**config.mk**
```make
export PLATFORM = sky130hd
export DESIGN_NAME = bf16_subtractor_flat
export DESIGN_NICKNAME = d
export VERILOG_FILES = /design/src/rtl/bf16_subtractor_if.sv /design/src/rtl/bf16_subtractor.sv /design/src/flat_wrapper.sv
export SDC_FILE = /design/constraint.sdc
export NUM_CORES = 1
export LEC_CHECK = 0
export BUFFER_PORTS_ARGS = -buffer_cell sky130_fd_sc_hd__buf_4
export CAP_MARGIN = 20
export CORE_UTILIZATION = 35
export CTS_BUF_LIST = sky130_fd_sc_hd__clkbuf_8
export DETAILED_ROUTE_END_ITERATION = 10
export SLEW_MARGIN = 10
export SYNTH_ARGS = -nofsm -noshare
export SYNTH_HDL_FRONTEND = slang
export SYNTH_SLANG_ARGS = --single-unit
```
**constraint.sdc**
```tcl
create_clock -name clock -period 5.7 [get_ports clock]
set_input_delay 0.855 -clock clock [delete_from_list [all_inputs] [get_ports clock]]
set_output_delay 0.855 -clock clock [all_outputs]
set_load 0.05 [all_outputs]
```
**src/rtl/bf16_subtractor_if.sv**
```systemverilog
`default_nettype none
// ============================================================================
// bf16_subtractor_if : operand/result bundle for bf16_subtractor. Rev 1.0
// ============================================================================
interface bf16_subtractor_if;
    logic [15:0] a;
    logic [15:0] b;
    logic        start;
    logic        ready;
    logic        done;
    logic [15:0] diff;
    logic        overflow;
    logic        underflow;
    logic        invalid;

    modport master (
        output a, b, start,
        input  ready, done, diff, overflow, underflow, invalid
    );

    modport slave (
        input  a, b, start,
        output ready, done, diff, overflow, underflow, invalid
    );
endinterface
`default_nettype wire

```
**src/rtl/bf16_subtractor.sv**
```systemverilog
`default_nettype none
// ============================================================================
// bf16_subtractor : multi-cycle bfloat16 diff = a - b, round-nearest-even. Rev 1.0
// ============================================================================
module bf16_subtractor #(
    parameter int GRS_BITS    = 3,
    parameter int ALIGN_LIMIT = 11
) (
    input  wire logic        clock,
    input  wire logic        reset,
    bf16_subtractor_if.slave bus
);
    // significand layout: carry | hidden | 7 fraction | GRS
    localparam int          SW            = GRS_BITS + 9;
    localparam logic [7:0]  c_ALIGN_LIMIT = 8'(ALIGN_LIMIT);
    localparam logic [9:0]  c_EXP_MAX     = 10'd255;
    localparam logic [15:0] c_QNAN        = 16'h7FC0;

    typedef enum logic [2:0] {
        S_IDLE    = 3'd0,
        S_UNPACK  = 3'd1,
        S_ALIGN   = 3'd2,
        S_OPERATE = 3'd3,
        S_NORM    = 3'd4,
        S_ROUND   = 3'd5,
        S_FINISH  = 3'd6
    } state_t;

    state_t        r_state, w_state_nxt;
    logic [15:0]   r_a, r_b, w_a_nxt, w_b_nxt;
    logic          r_sx, w_sx_nxt, r_sub, w_sub_nxt;
    logic [9:0]    r_ex, w_ex_nxt;
    logic [7:0]    r_ediff, w_ediff_nxt;
    logic [SW-1:0] r_sig_x, r_sig_y, w_sig_x_nxt, w_sig_y_nxt;
    logic [15:0]   r_diff, w_diff_nxt;
    logic          r_ovf, r_unf, r_inv, r_done;
    logic          w_ovf_nxt, w_unf_nxt, w_inv_nxt, w_done_nxt;

    logic          w_a_zero, w_b_zero, w_a_inf, w_b_inf, w_a_nan, w_b_nan, w_b_larger;
    logic [SW-1:0] w_sum;
    logic          w_up;
    logic [8:0]    w_mant;
    logic [9:0]    w_exr;

    assign w_a_zero   = (r_a[14:7] == 8'h00);
    assign w_b_zero   = (r_b[14:7] == 8'h00);
    assign w_a_inf    = (r_a[14:7] == 8'hFF) && (r_a[6:0] == 7'h00);
    assign w_b_inf    = (r_b[14:7] == 8'hFF) && (r_b[6:0] == 7'h00);
    assign w_a_nan    = (r_a[14:7] == 8'hFF) && (r_a[6:0] != 7'h00);
    assign w_b_nan    = (r_b[14:7] == 8'hFF) && (r_b[6:0] != 7'h00);
    assign w_b_larger = (r_b[14:0] > r_a[14:0]);

    // X is never smaller than Y, so the subtraction cannot go negative
    assign w_sum  = r_sub ? (r_sig_x - r_sig_y) : (r_sig_x + r_sig_y);

    assign w_up   = r_sig_x[GRS_BITS-1] & ((|r_sig_x[GRS_BITS-2:0]) | r_sig_x[GRS_BITS]);
    assign w_mant = {1'b0, r_sig_x[SW-2:GRS_BITS]} + {8'b0, w_up};
    assign w_exr  = r_ex + {9'b0, w_mant[8]};

    always_comb begin
        w_state_nxt = r_state;
        w_a_nxt     = r_a;
        w_b_nxt     = r_b;
        w_sx_nxt    = r_sx;
        w_sub_nxt   = r_sub;
        w_ex_nxt    = r_ex;
        w_ediff_nxt = r_ediff;
        w_sig_x_nxt = r_sig_x;
        w_sig_y_nxt = r_sig_y;
        w_diff_nxt  = r_diff;
        w_ovf_nxt   = r_ovf;
        w_unf_nxt   = r_unf;
        w_inv_nxt   = r_inv;
        w_done_nxt  = 1'b0;
        unique case (r_state)
            S_IDLE: begin
                if (bus.start) begin
                    w_a_nxt     = bus.a;
                    w_b_nxt     = bus.b;
                    w_ovf_nxt   = 1'b0;
                    w_unf_nxt   = 1'b0;
                    w_inv_nxt   = 1'b0;
                    w_state_nxt = S_UNPACK;
                end
            end
            S_UNPACK: begin
                w_state_nxt = S_FINISH;
                if (w_a_nan || w_b_nan || (w_a_inf && w_b_inf && (r_a[15] == r_b[15]))) begin
                    w_diff_nxt = c_QNAN;
                    w_inv_nxt  = 1'b1;
                end else if (w_a_inf) begin
                    w_diff_nxt = r_a;
                end else if (w_b_inf) begin
                    w_diff_nxt = {~r_b[15], r_b[14:0]};
                end else if (w_a_zero && w_b_zero) begin
                    w_diff_nxt = {r_a[15] & ~r_b[15], 15'h0000};
                end else if (w_a_zero) begin
                    w_diff_nxt = {~r_b[15], r_b[14:0]};
                end else if (w_b_zero) begin
                    w_diff_nxt = r_a;
                end else begin
                    w_sub_nxt   = (r_a[15] == r_b[15]);
                    w_sx_nxt    = w_b_larger ? ~r_b[15] : r_a[15];
                    w_ex_nxt    = {2'b00, (w_b_larger ? r_b[14:7] : r_a[14:7])};
                    w_ediff_nxt = w_b_larger ? (r_b[14:7] - r_a[14:7]) : (r_a[14:7] - r_b[14:7]);
                    w_sig_x_nxt = {2'b01, (w_b_larger ? r_b[6:0] : r_a[6:0]), {GRS_BITS{1'b0}}};
                    w_sig_y_nxt = {2'b01, (w_b_larger ? r_a[6:0] : r_b[6:0]), {GRS_BITS{1'b0}}};
                    w_state_nxt = S_ALIGN;
                end
            end
            S_ALIGN: begin
                if (r_ediff >= c_ALIGN_LIMIT) begin
                    w_sig_y_nxt = {{(SW-1){1'b0}}, |r_sig_y};
                    w_state_nxt = S_OPERATE;
                end else if (r_ediff == 8'd0) begin
                    w_state_nxt = S_OPERATE;
                end else begin
                    w_sig_y_nxt = {1'b0, r_sig_y[SW-1:2], r_sig_y[1] | r_sig_y[0]};
                    w_ediff_nxt = r_ediff - 8'd1;
                    if (r_ediff == 8'd1) begin
                        w_state_nxt = S_OPERATE;
                    end
                end
            end
            S_OPERATE: begin
                if (w_sum == '0) begin
                    w_diff_nxt  = 16'h0000;
                    w_state_nxt = S_FINISH;
                end else begin
                    w_sig_x_nxt = w_sum;
                    w_state_nxt = S_NORM;
                end
            end
            S_NORM: begin
                if (r_sig_x[SW-1]) begin
                    w_sig_x_nxt = {1'b0, r_sig_x[SW-1:2], r_sig_x[1] | r_sig_x[0]};
                    w_ex_nxt    = r_ex + 10'd1;
                    w_state_nxt = S_ROUND;
                end else if (!r_sig_x[SW-2]) begin
                    if (r_ex <= 10'd1) begin
                        w_diff_nxt  = {r_sx, 15'h0000};
                        w_unf_nxt   = 1'b1;
                        w_state_nxt = S_FINISH;
                    end else begin
                        w_sig_x_nxt = {r_sig_x[SW-2:0], 1'b0};
                        w_ex_nxt    = r_ex - 10'd1;
                    end
                end else begin
                    w_state_nxt = S_ROUND;
                end
            end
            S_ROUND: begin
                if (w_exr >= c_EXP_MAX) begin
                    w_diff_nxt = {r_sx, 8'hFF, 7'h00};
                    w_ovf_nxt  = 1'b1;
                end else begin
                    w_diff_nxt = {r_sx, w_exr[7:0], w_mant[6:0]};
                end
                w_state_nxt = S_FINISH;
            end
            S_FINISH: begin
                w_done_nxt  = 1'b1;
                w_state_nxt = S_IDLE;
            end
            default: w_state_nxt = S_IDLE;
        endcase
    end

    always_ff @(posedge clock or posedge reset) begin
        if (reset) begin
            r_state <= S_IDLE;
            r_a     <= '0;
            r_b     <= '0;
            r_sx    <= 1'b0;
            r_sub   <= 1'b0;
            r_ex    <= '0;
            r_ediff <= '0;
            r_sig_x <= '0;
            r_sig_y <= '0;
            r_diff  <= 16'h0000;
            r_ovf   <= 1'b0;
            r_unf   <= 1'b0;
            r_inv   <= 1'b0;
            r_done  <= 1'b0;
        end else begin
            r_state <= w_state_nxt;
            r_a     <= w_a_nxt;
            r_b     <= w_b_nxt;
            r_sx    <= w_sx_nxt;
            r_sub   <= w_sub_nxt;
            r_ex    <= w_ex_nxt;
            r_ediff <= w_ediff_nxt;
            r_sig_x <= w_sig_x_nxt;
            r_sig_y <= w_sig_y_nxt;
            r_diff  <= w_diff_nxt;
            r_ovf   <= w_ovf_nxt;
            r_unf   <= w_unf_nxt;
            r_inv   <= w_inv_nxt;
            r_done  <= w_done_nxt;
        end
    end

    assign bus.ready     = (r_state == S_IDLE);
    assign bus.done      = r_done;
    assign bus.diff      = r_diff;
    assign bus.overflow  = r_ovf;
    assign bus.underflow = r_unf;
    assign bus.invalid   = r_inv;
endmodule
`default_nettype wire

```
**src/flat_wrapper.sv**
```systemverilog
// flat-port wrapper written by rule: the top's interface ports become plain ports
module bf16_subtractor_flat 
#(
    parameter int GRS_BITS    = 3,
    parameter int ALIGN_LIMIT = 11
)
  (clock, reset, bus_a, bus_b, bus_start, bus_ready, bus_done, bus_diff, bus_overflow, bus_underflow, bus_invalid);
  bf16_subtractor_if bus_i ();
  input  wire logic clock;
  input  wire logic reset;
  input wire logic [$bits(bus_i.a)-1:0] bus_a;
  input wire logic [$bits(bus_i.b)-1:0] bus_b;
  input wire logic [$bits(bus_i.start)-1:0] bus_start;
  output wire logic [$bits(bus_i.ready)-1:0] bus_ready;
  output wire logic [$bits(bus_i.done)-1:0] bus_done;
  output wire logic [$bits(bus_i.diff)-1:0] bus_diff;
  output wire logic [$bits(bus_i.overflow)-1:0] bus_overflow;
  output wire logic [$bits(bus_i.underflow)-1:0] bus_underflow;
  output wire logic [$bits(bus_i.invalid)-1:0] bus_invalid;
  assign bus_i.a = bus_a;
  assign bus_i.b = bus_b;
  assign bus_i.start = bus_start;
  assign bus_ready = bus_i.ready;
  assign bus_done = bus_i.done;
  assign bus_diff = bus_i.diff;
  assign bus_overflow = bus_i.overflow;
  assign bus_underflow = bus_i.underflow;
  assign bus_invalid = bus_i.invalid;
  bf16_subtractor #(.GRS_BITS(GRS_BITS), .ALIGN_LIMIT(ALIGN_LIMIT)) u_core (.clock(clock), .reset(reset), .bus(bus_i));
endmodule
```
After elaboration in Yosys (flattened, before gate mapping)
Index checks and enable logic that the tools add are counted.
{ "op_classes": {"addsub": 9, "reduce_logical": 39, "mux": 82, "eq_ne": 32, "n_lt_le_gt_ge": 4, "n_bitwise": 12} }
{ "ops": {"columns": ["cell", "count"], "rows": [
  ["2-to-1 mux 12 bit", 18],
  ["2-to-1 mux 16 bit", 10],
  ["2-to-1 mux 10 bit", 9],
  ["2-to-1 mux 8 bit", 10],
  ["one-hot mux 16 bit (4 select lines)", 1],
  ["2-to-1 mux 3 bit", 13],
  ["one-hot mux 12 bit (3 select lines)", 1],
  ["logical NOT 8 bit", 3],
  ["inequality test 2 bit, second input constant", 12],
  ["one-hot mux 12 bit (2 select lines)", 1],
  ["one-hot mux 10 bit (2 select lines)", 1],
  ["one-hot mux 3 bit (6 select lines)", 1],
  ["AND reduction 9 bit", 2],
  ["equality test 8 bit, second input constant", 2],
  ["one-hot mux 8 bit (2 select lines)", 1],
  ["AND reduction 8 bit", 2],
  ["subtractor 8 bit", 2],
  ["> comparator 15 bit", 1],
  ["2-to-1 mux 15 bit", 1],
  ["logical NOT 7 bit", 2],
  ["2-to-1 mux 7 bit", 2],
  ["nonzero test 7 bit", 2],
  ["adder 12 bit", 1],
  ["logical NOT 12 bit", 1],
  ["39 further kinds", 79]
]} }
{ "totals": {"reg_bits": 99, "input_bits": 35, "output_inout_bits": 21} }

Depth between registers and ports, before layout
Gate-level depths: netlist (run 1).
{ "depth": {"word_depth": 9, "ltp_mapped": 16} }

Worst setup path after synthesis (run 1)
No wires, ideal clock.
{ "synth_path": {"kind": "register to register", "startpoint": "register u_core.r_sig_y[2]", "endpoint": "register u_core.r_sig_x[3]", "arrival_ns": 4.209, "setup_time_ns": 0.125, "setup_slack_ns": 1.366, "synth_period_minus_slack_ns": 4.334, "t_required_ns": 5.575, "stages_incl_launch_ff": 15, "path_buffers": 1, "cell_sequence": "dfrtp_1 clkbuf_1 nor4_1 and2_1 nor2_1 xnor2_1 ha_1 a21o_1 a221o_1 or3_1 a211oi_1 or4b_1 o31a_1 o21ai_4 mux2_2"} }
{ "synth_between": {"elab_chain_cells": 5} }
{ "synth_rtl": {"columns": ["item", "line_no", "text"], "rows": [
  ["start, declared", "bf16_subtractor.sv:34", "logic [SW-1:0] r_sig_x, r_sig_y, w_sig_x_nxt, w_sig_y_nxt;"],
  ["start signal, assigned", "bf16_subtractor.sv:194", "r_sig_y <= w_sig_y_nxt;"],
  ["adder 12 bit / subtractor 12 bit (equally long branches)", "bf16_subtractor.sv:54", "assign w_sum = r_sub ? (r_sig_x - r_sig_y) : (r_sig_x + r_sig_y);"],
  ["2-to-1 mux 12 bit *", "bf16_subtractor.sv:54", null],
  ["logical NOT 12 bit", "bf16_subtractor.sv:126", "if (w_sum == '0) begin"],
  ["inequality test 2 bit (no source line)", null, null],
  ["AND reduction 10 bit (no source line)", null, null],
  ["end signal, assigned", "bf16_subtractor.sv:193", "r_sig_x <= w_sig_x_nxt;"],
  ["end, declared", "bf16_subtractor.sv:34", null]
]} }
Mark *: on every way between the ends. The rest lies on a longest branch, timed or not. The select of a mux whose other input is x is not followed.
A chain may end at the register's enable or synchronous reset.

Worst setup path in the final report (run 1)
{ "layout_path": {"startpoint": "register u_core.r_sig_y[2]", "endpoint": "register u_core.r_sig_x[7]"} }
Same word-level chain as after synthesis.

==> results.json, run 1 <==
{
  "status": "finished, final reports clean",
  "worst_pin_slew_ns": 0.983,
  "drc_errors": 0,
  "arrival_ns": 4.99,
  "ctsHoldBuffers": 0,
  "rsz0062_at_grt": "false",
  "cp_max_fo": 10,
  "relSlewSlack_pct": 34.5,
  "diodes": 0,
  "via_per_inst": 5.52,
  "end_kind": "flop",
  "fp.dieArea_sq_um": 21500,
  "io_buffers": 55,
  "drt-total-wl_um": 20400,
  "postCtsSetupRepairBufs": 0,
  "reg2reg_from": "u_core.r_sig_y[2]",
  "drtPass1Iterations": 5,
  "synth_area_leaders": "dfrtp_1, ha_1, nand2_1",
  "reg2reg_to": "u_core.r_sig_x[7]",
  "synth_seq_cells": 98,
  "gp_congestion": 0.846,
  "fin_nets": 986,
  "worstSetupPathType": "reg -> reg",
  "finalHoldViolations": 0,
  "insertion_delay_ns": 0.40,
  "fin_tns_setup_ns": 0,
  "fmax_mhz": 212,
  "ys_types": 67,
  "antenna_found_initial": 0,
  "setup_viol": 0,
  "yosys_warnings": 0,
  "cts_root_buf": "clkbuf_8",
  "yosysTopAreaCell": "dfrtp_1",
  "initial_core_util_pct": 35.9,
  "worstSetupStartpoint": "u_core.r_sig_y[2]",
  "numClockSinks": 98,
  "synth_area_per_cell_sq_um": 8.38,
  "h-tree-depth": 3,
  "vias": 6490,
  "layout_common_cells": "nand2_1, dfrtp_1, o21ai_0",
  "max-cap-violations": 0,
  "die_h_um": 147,
  "synth_fp_nets": 956,
  "clockBufferDepth": 2,
  "grt-ovfl-total": 0,
  "drive_gt1_share_pct": 13.2,
  "track_usage_pct": 19.6,
  "layout_commonest_cell": "nand2_1",
  "async_flop_share_pct": 100,
  "synth-main-ff-cell": "dfrtp_1",
  "skew_ns": 0.0173,
  "report.final.slew_viol_count": 0,
  "core_sq_um": 20400,
  "seq_area_frac_synth_pct": 33.6,
  "num_rows": 52,
  "netlist_area_sq_um": 7310,
  "r2r_setup_slack_ns": 0.98,
  "syn_to_final_growth_pct": 12.0,
  "die_w_um": 147,
  "synth.top_cell.area_share_pct": 33.6,
  "min_period_ns": 4.72,
  "synth_edf_count": 0,
  "finalCritPeriodShare_pct": 82.8,
  "drtAntennaViolNets": 0,
  "clk_pin_slew_ns": 0.10,
  "boundaryPins": 56,
  "critPathCapture": "u_core.r_sig_x[7]",
  "hold_path.class": "in -> async",
  "first_global_vias": 6051,
  "grt_max_degree": 58,
  "hpwl_um": 15400,
  "cts_tree": "yes",
  "cts_resized": 0,
  "worst-r2r-cell-count": 13,
  "grt_pass1_wl_um": 33100,
  "wl_per_cell_um": 17.4,
  "required_ns": 5.97,
  "numCtsBuffers": 9,
  "crit_path_start_kind": "flop",
  "drtIter0Drc": 580,
  "syn_inst": 872
}
==> cells in the mapped netlist, types with 6 or more instances <==
cell type and n:
a31oi_1 15, xnor2_1 23, mux2_4 6, xor2_1 8, ha_1 46, or3_1 6
o21ai_0 71, nand2_1 102, dfrtp_1 98, a211oi_1 15, a21o_1 16, nand3_1 17
a221o_1 8, nor4_1 15, nand4_1 10, inv_1 50, a21boi_0 6, nor2_1 63
clkbuf_1 42, mux2_2 20, nor3_1 28, a21oi_1 65, and3_1 8, o22ai_1 18
and2_1 8, nand2b_1 7, mux2i_1 20
==> critical path, stage by stage (launching register included) <==
cell,delay [ns]
dfrtp_1,0.46
nor4_1,0.63
and2_1,0.24
nor2_1,0.05
xnor2_1,0.16
ha_1,0.38
a21o_1,0.25
a221o_1,0.35
or3_1,0.32
a211oi_1,0.24
or4b_1,0.51
o31a_1,0.31
o21ai_4,0.32
mux2_2,0.38
==> metal layers <==
| metal | track usage [%] | wire (um) |
|---|---|---|
| met3 | 2.41 | 922 |
| met4 | 5.52 | 290 |
| met2 | 29.2 | 9000 |
| met5 | 0 | 0 |
| met1 | 29.3 | 10200 |
==> sequential cells by signal, summed over array words and instances, names as in the netlist <==
signal / count
u_core.r_sx: 1
u_core.r_sig_y: 11
u_core.bus.diff: 16
u_core.r_sub: 1
u_core.bus.done: 1
u_core.r_ediff: 8
u_core.bus.underflow: 1
u_core.r_sig_x: 12
u_core.r_a: 16
u_core.r_b: 16
u_core.bus.invalid: 1
u_core.r_ex: 10
u_core.r_state: 3
u_core.bus.overflow: 1
==> cell type report <==
type                            count  area, sq um
Fill cell                        2098        12200
Multi-Input combinational cell    679         4500
Sequential cell                    98         2450
Timing Repair Buffer               64          480
Tap cell                          270          338
Inverter                           50          190
Clock buffer                       10          138
Clock inverter                      5         80.1
==> worst min path at each step <==
stage | startpoint | to | slack [ns]
final | reset | u_core.bus.diff[13] | 0.50
after global routing | u_core.bus.underflow | u_core.bus.underflow | 0.54
after CTS | reset | u_core.bus.diff[15] | 0.52
after detailed placement | u_core.bus.underflow | u_core.bus.underflow | 0.50
after global placement | u_core.bus.diff[6] | u_core.bus.diff[6] | 0.49
after floorplan | u_core.r_ediff[6] | u_core.r_ediff[6] | 0.47
==> kinds of logic after synthesis <==
| kind of cell | Yosys count | share of synthesized area (%) |
|---|---|---|
| AOI/OAI and AO/OA | 265 | 23.3 |
| xor gates and xnor gates | 31 | 3.72 |
| adders and majority gates | 49 | 8.70 |
| buffers and inverters | 95 | 4.98 |
| DFF | 98 | 33.6 |
| muxes | 46 | 7.05 |
| and+or+nand+nor | 288 | 18.7 |
==> metrics by stage <==
step	hold WS, ns	std cells	worst slack (ns)	utilization (%)	cell area, sq um
floorplan	0.468	872	1.37	-	7310
global placement	0.491	1161	1.10	39.1	7970
detailed placement	0.498	1161	1.05	39.1	7970
CTS	0.519	1176	1.02	40.2	8180
global route	0.542	1176	0.688	40.2	8180
finish	0.500	1176	0.980	40.2	8180
Power of run 1 is not shown: default switching activity piles up to over one toggle a cycle in this logic, so the estimate is an artifact.
==> run 2, diff against run 1 <==
==> constraint.sdc (replaced) <==
create_clock -name clock -period 3.8 [get_ports clock]
set_input_delay 0.57 -clock clock [delete_from_list [all_inputs] [get_ports clock]]
set_output_delay 0.57 -clock clock [all_outputs]
set_load 0.05 [all_outputs]
==> results.json, run 2 (synthesis gave the netlist of run 1 again) <==
{
  "grt_pass1_wl_um": 34500,
  "ctsHoldBuffers": 0,
  "drtPass1Iterations": 7,
  "required_ns": 4.08,
  "violations": "setup timing",
  "worstSetupPathType": "reg -> reg",
  "drt-total-wl_um": 21200,
  "report.final.slew_viol_count": 0,
  "utilization_pct": 43.7,
  "cp.buffers_inverters": 1,
  "rsz0062_at_grt": "true",
  "first_global_vias": 6513,
  "num_rows": 52,
  "setup_viol": 29,
  "grt-ovfl-total": 0,
  "drtIter0Drc": 599,
  "diodes": 0,
  "antenna_found_initial": 0,
  "crit_chain": "nor4_4 -> and2_4 -> nor2_2 -> xnor2_1 -> ha_1 -> a21o_1 -> a221o_1 -> or3_4 -> a211oi_2 -> or4b_4 -> o31a_1 -> buf_4 -> o21ai_2 -> mux2_4",
  "hold_path.class": "in -> async",
  "numClockSinks": 98,
  "insertion_delay_ns": 0.40,
  "boundaryPins": 56,
  "finalCritPeriodShare_pct": 106,
  "wl_per_cell_um": 17.0,
  "dp_slack_ns": -0.328,
  "fin_nets": 1060,
  "cts_tree": "yes",
  "min_period_ns": 4.05,
  "cp_num_cells": 14,
  "layout_common_cells": "buf_4, nand2_1, dfrtp_1",
  "drc_errors": 0,
  "drtAntennaViolNets": 0,
  "drive_gt1_share_pct": 21.5,
  "whs_ns": 0.313,
  "end_kind": "flop",
  "numCtsBuffers": 9,
  "via_per_inst": 5.47,
  "crit_family": "simple AND/OR/NAND/NOR gates",
  "track_usage_pct": 20.4,
  "initial_core_util_pct": 35.9,
  "slowest_stage": "or4b_4",
  "crit_path_start_kind": "flop",
  "finalHoldViolations": 0,
  "syn_to_final_growth_pct": 21.9,
  "die_w_um": 147,
  "fill_cells": 2048,
  "cts_root_buf": "clkbuf_8",
  "relSlewSlack_pct": 35.6,
  "clockBufferDepth": 2,
  "gp_congestion": 0.833,
  "layout_commonest_cell": "buf_4",
  "grt_max_degree": 63,
  "clk_pin_slew_ns": 0.10,
  "worst-r2r-cell-count": 14,
  "die_h_um": 147,
  "cp_max_fo": 5,
  "fin_ws_ns": -0.246,
  "fmax_mhz": 247,
  "skew_ns": 0.0152,
  "worst_pin_slew_ns": 0.965,
  "arrival_ns": 4.33,
  "io_buffers": 55,
  "vias": 6846,
  "status": "finished, violations left",
  "max-cap-violations": 0,
  "h-tree-depth": 3,
  "critical-path-max-stage-delay_ns": 0.49,
  "core_sq_um": 20400,
  "fp.dieArea_sq_um": 21500,
  "hpwl_um": 16200
}
## run 2: layout make-up
cell class,count,area (sq um),area share [%]
sequential,98,2450,27.5
multi-input combinational,679,4620,51.9
timing repair buffer,138,1070,12.1
clock buffer,10,138,1.54
inverter,50,190,2.13
tap,270,338,3.79
clock inverter,6,96.3,1.08
## run 2: worst paths after layout
kind	startpoint	slack (ns)	end
max	u_core.r_sig_y[5]	-0.25	u_core.r_sig_x[10]
min	reset	0.31	u_core.bus.diff[6]
max reg2reg	u_core.r_sig_y[5]	-0.25	u_core.r_sig_x[10]
min reg2reg	u_core.bus.diff[6]	0.52	u_core.bus.diff[6]
max in group asynchronous	reset	2.66	u_core.r_sig_y[3]
min in group clock	bus_a[15]	0.35	u_core.r_a[15]
## run 2: routing by layer
layer	GRT usage [%]	wire, um	up-vias
li1	-	-	3364
met1	30.0	10300	3240
met2	29.7	9100	215
met3	3.19	1310	27
met4	7.92	488	0
met5	0	0	-
## run 2: repair_timing
action / CTS / global route
pin swaps: 10 / 6
setup endpoints to repair: 28 / 29
buffers inserted: 6 / 5
gates resized for setup: 13 / 9
## run 2: metrics by stage
stage,std cells,area [sq um],setup TNS [ns]
global placement,1224,8460,-4.72
CTS,1246,8830,-4.80
global route,1251,8910,-10.95
floorplan,872,7330,-3.74
finish,1251,8910,-5.41
detailed placement,1224,8460,-7.60
Power of run 2 is left out for the same reason.
==> run 3, diff against run 2 <==
--- a/config.mk
+++ b/config.mk
@@ -10,6 +10,7 @@
 export CORE_UTILIZATION = 35
 export CTS_BUF_LIST = sky130_fd_sc_hd__clkbuf_8
 export DETAILED_ROUTE_END_ITERATION = 10
+export SKIP_CTS_REPAIR_TIMING = 1
 export SLEW_MARGIN = 10
 export SYNTH_ARGS = -nofsm -noshare
 export SYNTH_HDL_FRONTEND = slang
==> constraint.sdc (replaced) <==
create_clock -name clock -period 4.1 [get_ports clock]
set_input_delay 0.615 -clock clock [delete_from_list [all_inputs] [get_ports clock]]
set_output_delay 0.615 -clock clock [all_outputs]
set_load 0.05 [all_outputs]
==> results.json, run 3 (synthesis gave the netlist of run 1 again) <==
{
  "status": "finished, final reports clean",
  "syn_to_final_growth_pct": 16.1,
  "fmax_mhz": 246,
  "cts_tree": "yes",
  "dp_slack_ns": 0.00775,
  "relSlewSlack_pct": 33.5,
  "grt_max_degree": 58,
  "drive_gt1_share_pct": 16.8,
  "numClockSinks": 98,
  "worstSetupPathType": "reg -> reg",
  "hpwl_um": 15800,
  "boundaryPins": 56,
  "arrival_ns": 4.34,
  "layout_common_cells": "nand2_1, dfrtp_1, buf_4",
  "num_rows": 52,
  "required_ns": 4.37,
  "initial_core_util_pct": 35.9,
  "clk_pin_slew_ns": 0.10,
  "drtAntennaViolNets": 0,
  "worst_pin_slew_ns": 0.998,
  "report.final.slew_viol_count": 0,
  "vias": 6671,
  "core_sq_um": 20400,
  "fp.dieArea_sq_um": 21500,
  "track_usage_pct": 19.7,
  "numCtsBuffers": 9,
  "register_area_sq_um": 2450,
  "cts_root_buf": "clkbuf_8",
  "whs_ns": 0.253,
  "clockBufferDepth": 2,
  "first_global_vias": 6096,
  "drtPass1Iterations": 5,
  "wl_per_cell_um": 17.2,
  "drc_errors": 0,
  "grt-ovfl-total": 0,
  "drt-total-wl_um": 20700,
  "skew_ns": 0.0150,
  "multiInputGateArea_sq_um": 4580,
  "rsz0062_at_grt": "true",
  "fill_cells": 2043,
  "max-cap-violations": 0,
  "fin_tns_setup_ns": 0,
  "finalHoldViolations": 0,
  "drtIter0Drc": 544,
  "via_per_inst": 5.54,
  "insertion_delay_ns": 0.39,
  "setup_viol": 0,
  "cp_max_fo": 8,
  "fin_nets": 1014,
  "utilization_pct": 41.7,
  "finalCritPeriodShare_pct": 99.3,
  "diodes": 0,
  "gp_congestion": 0.874,
  "fin_ws_ns": 0.0285,
  "end_kind": "flop",
  "min_period_ns": 4.07,
  "h-tree-depth": 3,
  "crit_path_start_kind": "flop",
  "hold_path.class": "in -> async",
  "io_buffers": 55,
  "antenna_found_initial": 0,
  "grt_pass1_wl_um": 33200,
  "layout_commonest_cell": "nand2_1",
  "die_w_um": 147,
  "die_h_um": 147
}
==> run 3: worst max-delay path, stage by stage, from the launching register on <==
cell and delay (ns):
dfrtp_2 0.44, nor4_4 0.27, and2_1 0.19, nor2_2 0.04, xnor2_1 0.14, ha_1 0.34, a21o_1 0.18, a221o_1 0.34
or3_4 0.40, a211oi_2 0.17, or4b_4 0.50, o31a_1 0.34, o21ai_4 0.16, buf_12 0.15, mux2_4 0.30
==> run 3: layout make-up <==
class / count / area share (%)
Clock buffer: 11 / 1.78
Timing Repair Buffer: 92 / 8.48
Inverter: 50 / 2.24
Tap cell: 270 / 3.98
Clock inverter: 5 / 0.546
Multi-Input combinational cell: 679 / 54.0
Sequential cell: 98 / 28.9
==> run 3: worst paths after layout <==
path	start	end	slack (ns)	depth (start not counted)
min reg2reg	u_core.bus.diff[11]	u_core.bus.diff[11]	0.51	1
max reg2reg	u_core.r_sig_y[2]	u_core.r_sig_x[8]	0.03	14
max in group asynchronous	reset	u_core.r_b[12]	3.02	3
min	reset	u_core.bus.diff[15]	0.25	2
max	u_core.r_sig_y[2]	u_core.r_sig_x[8]	0.03	14
min in group clock	bus_a[15]	u_core.r_a[15]	0.41	3
==> run 3: layer usage <==
layer	GRT usage, %	wire [um]	vias to the layer above
met3	2.22	1110	23
met4	6.09	343	0
met5	0	0	-
met2	29.0	8920	190
li1	-	-	3275
met1	29.9	10400	3183
==> run 3: metrics by stage <==
stage	instances	area (sq um)
6_report	1205	8480
5_1_grt	1205	8480
4_1_cts	1201	8360
3_5_place_dp	1185	8160
3_3_place_gp	1185	8160
2_1_floorplan	872	7320
Power of run 3 is left out for the same reason.
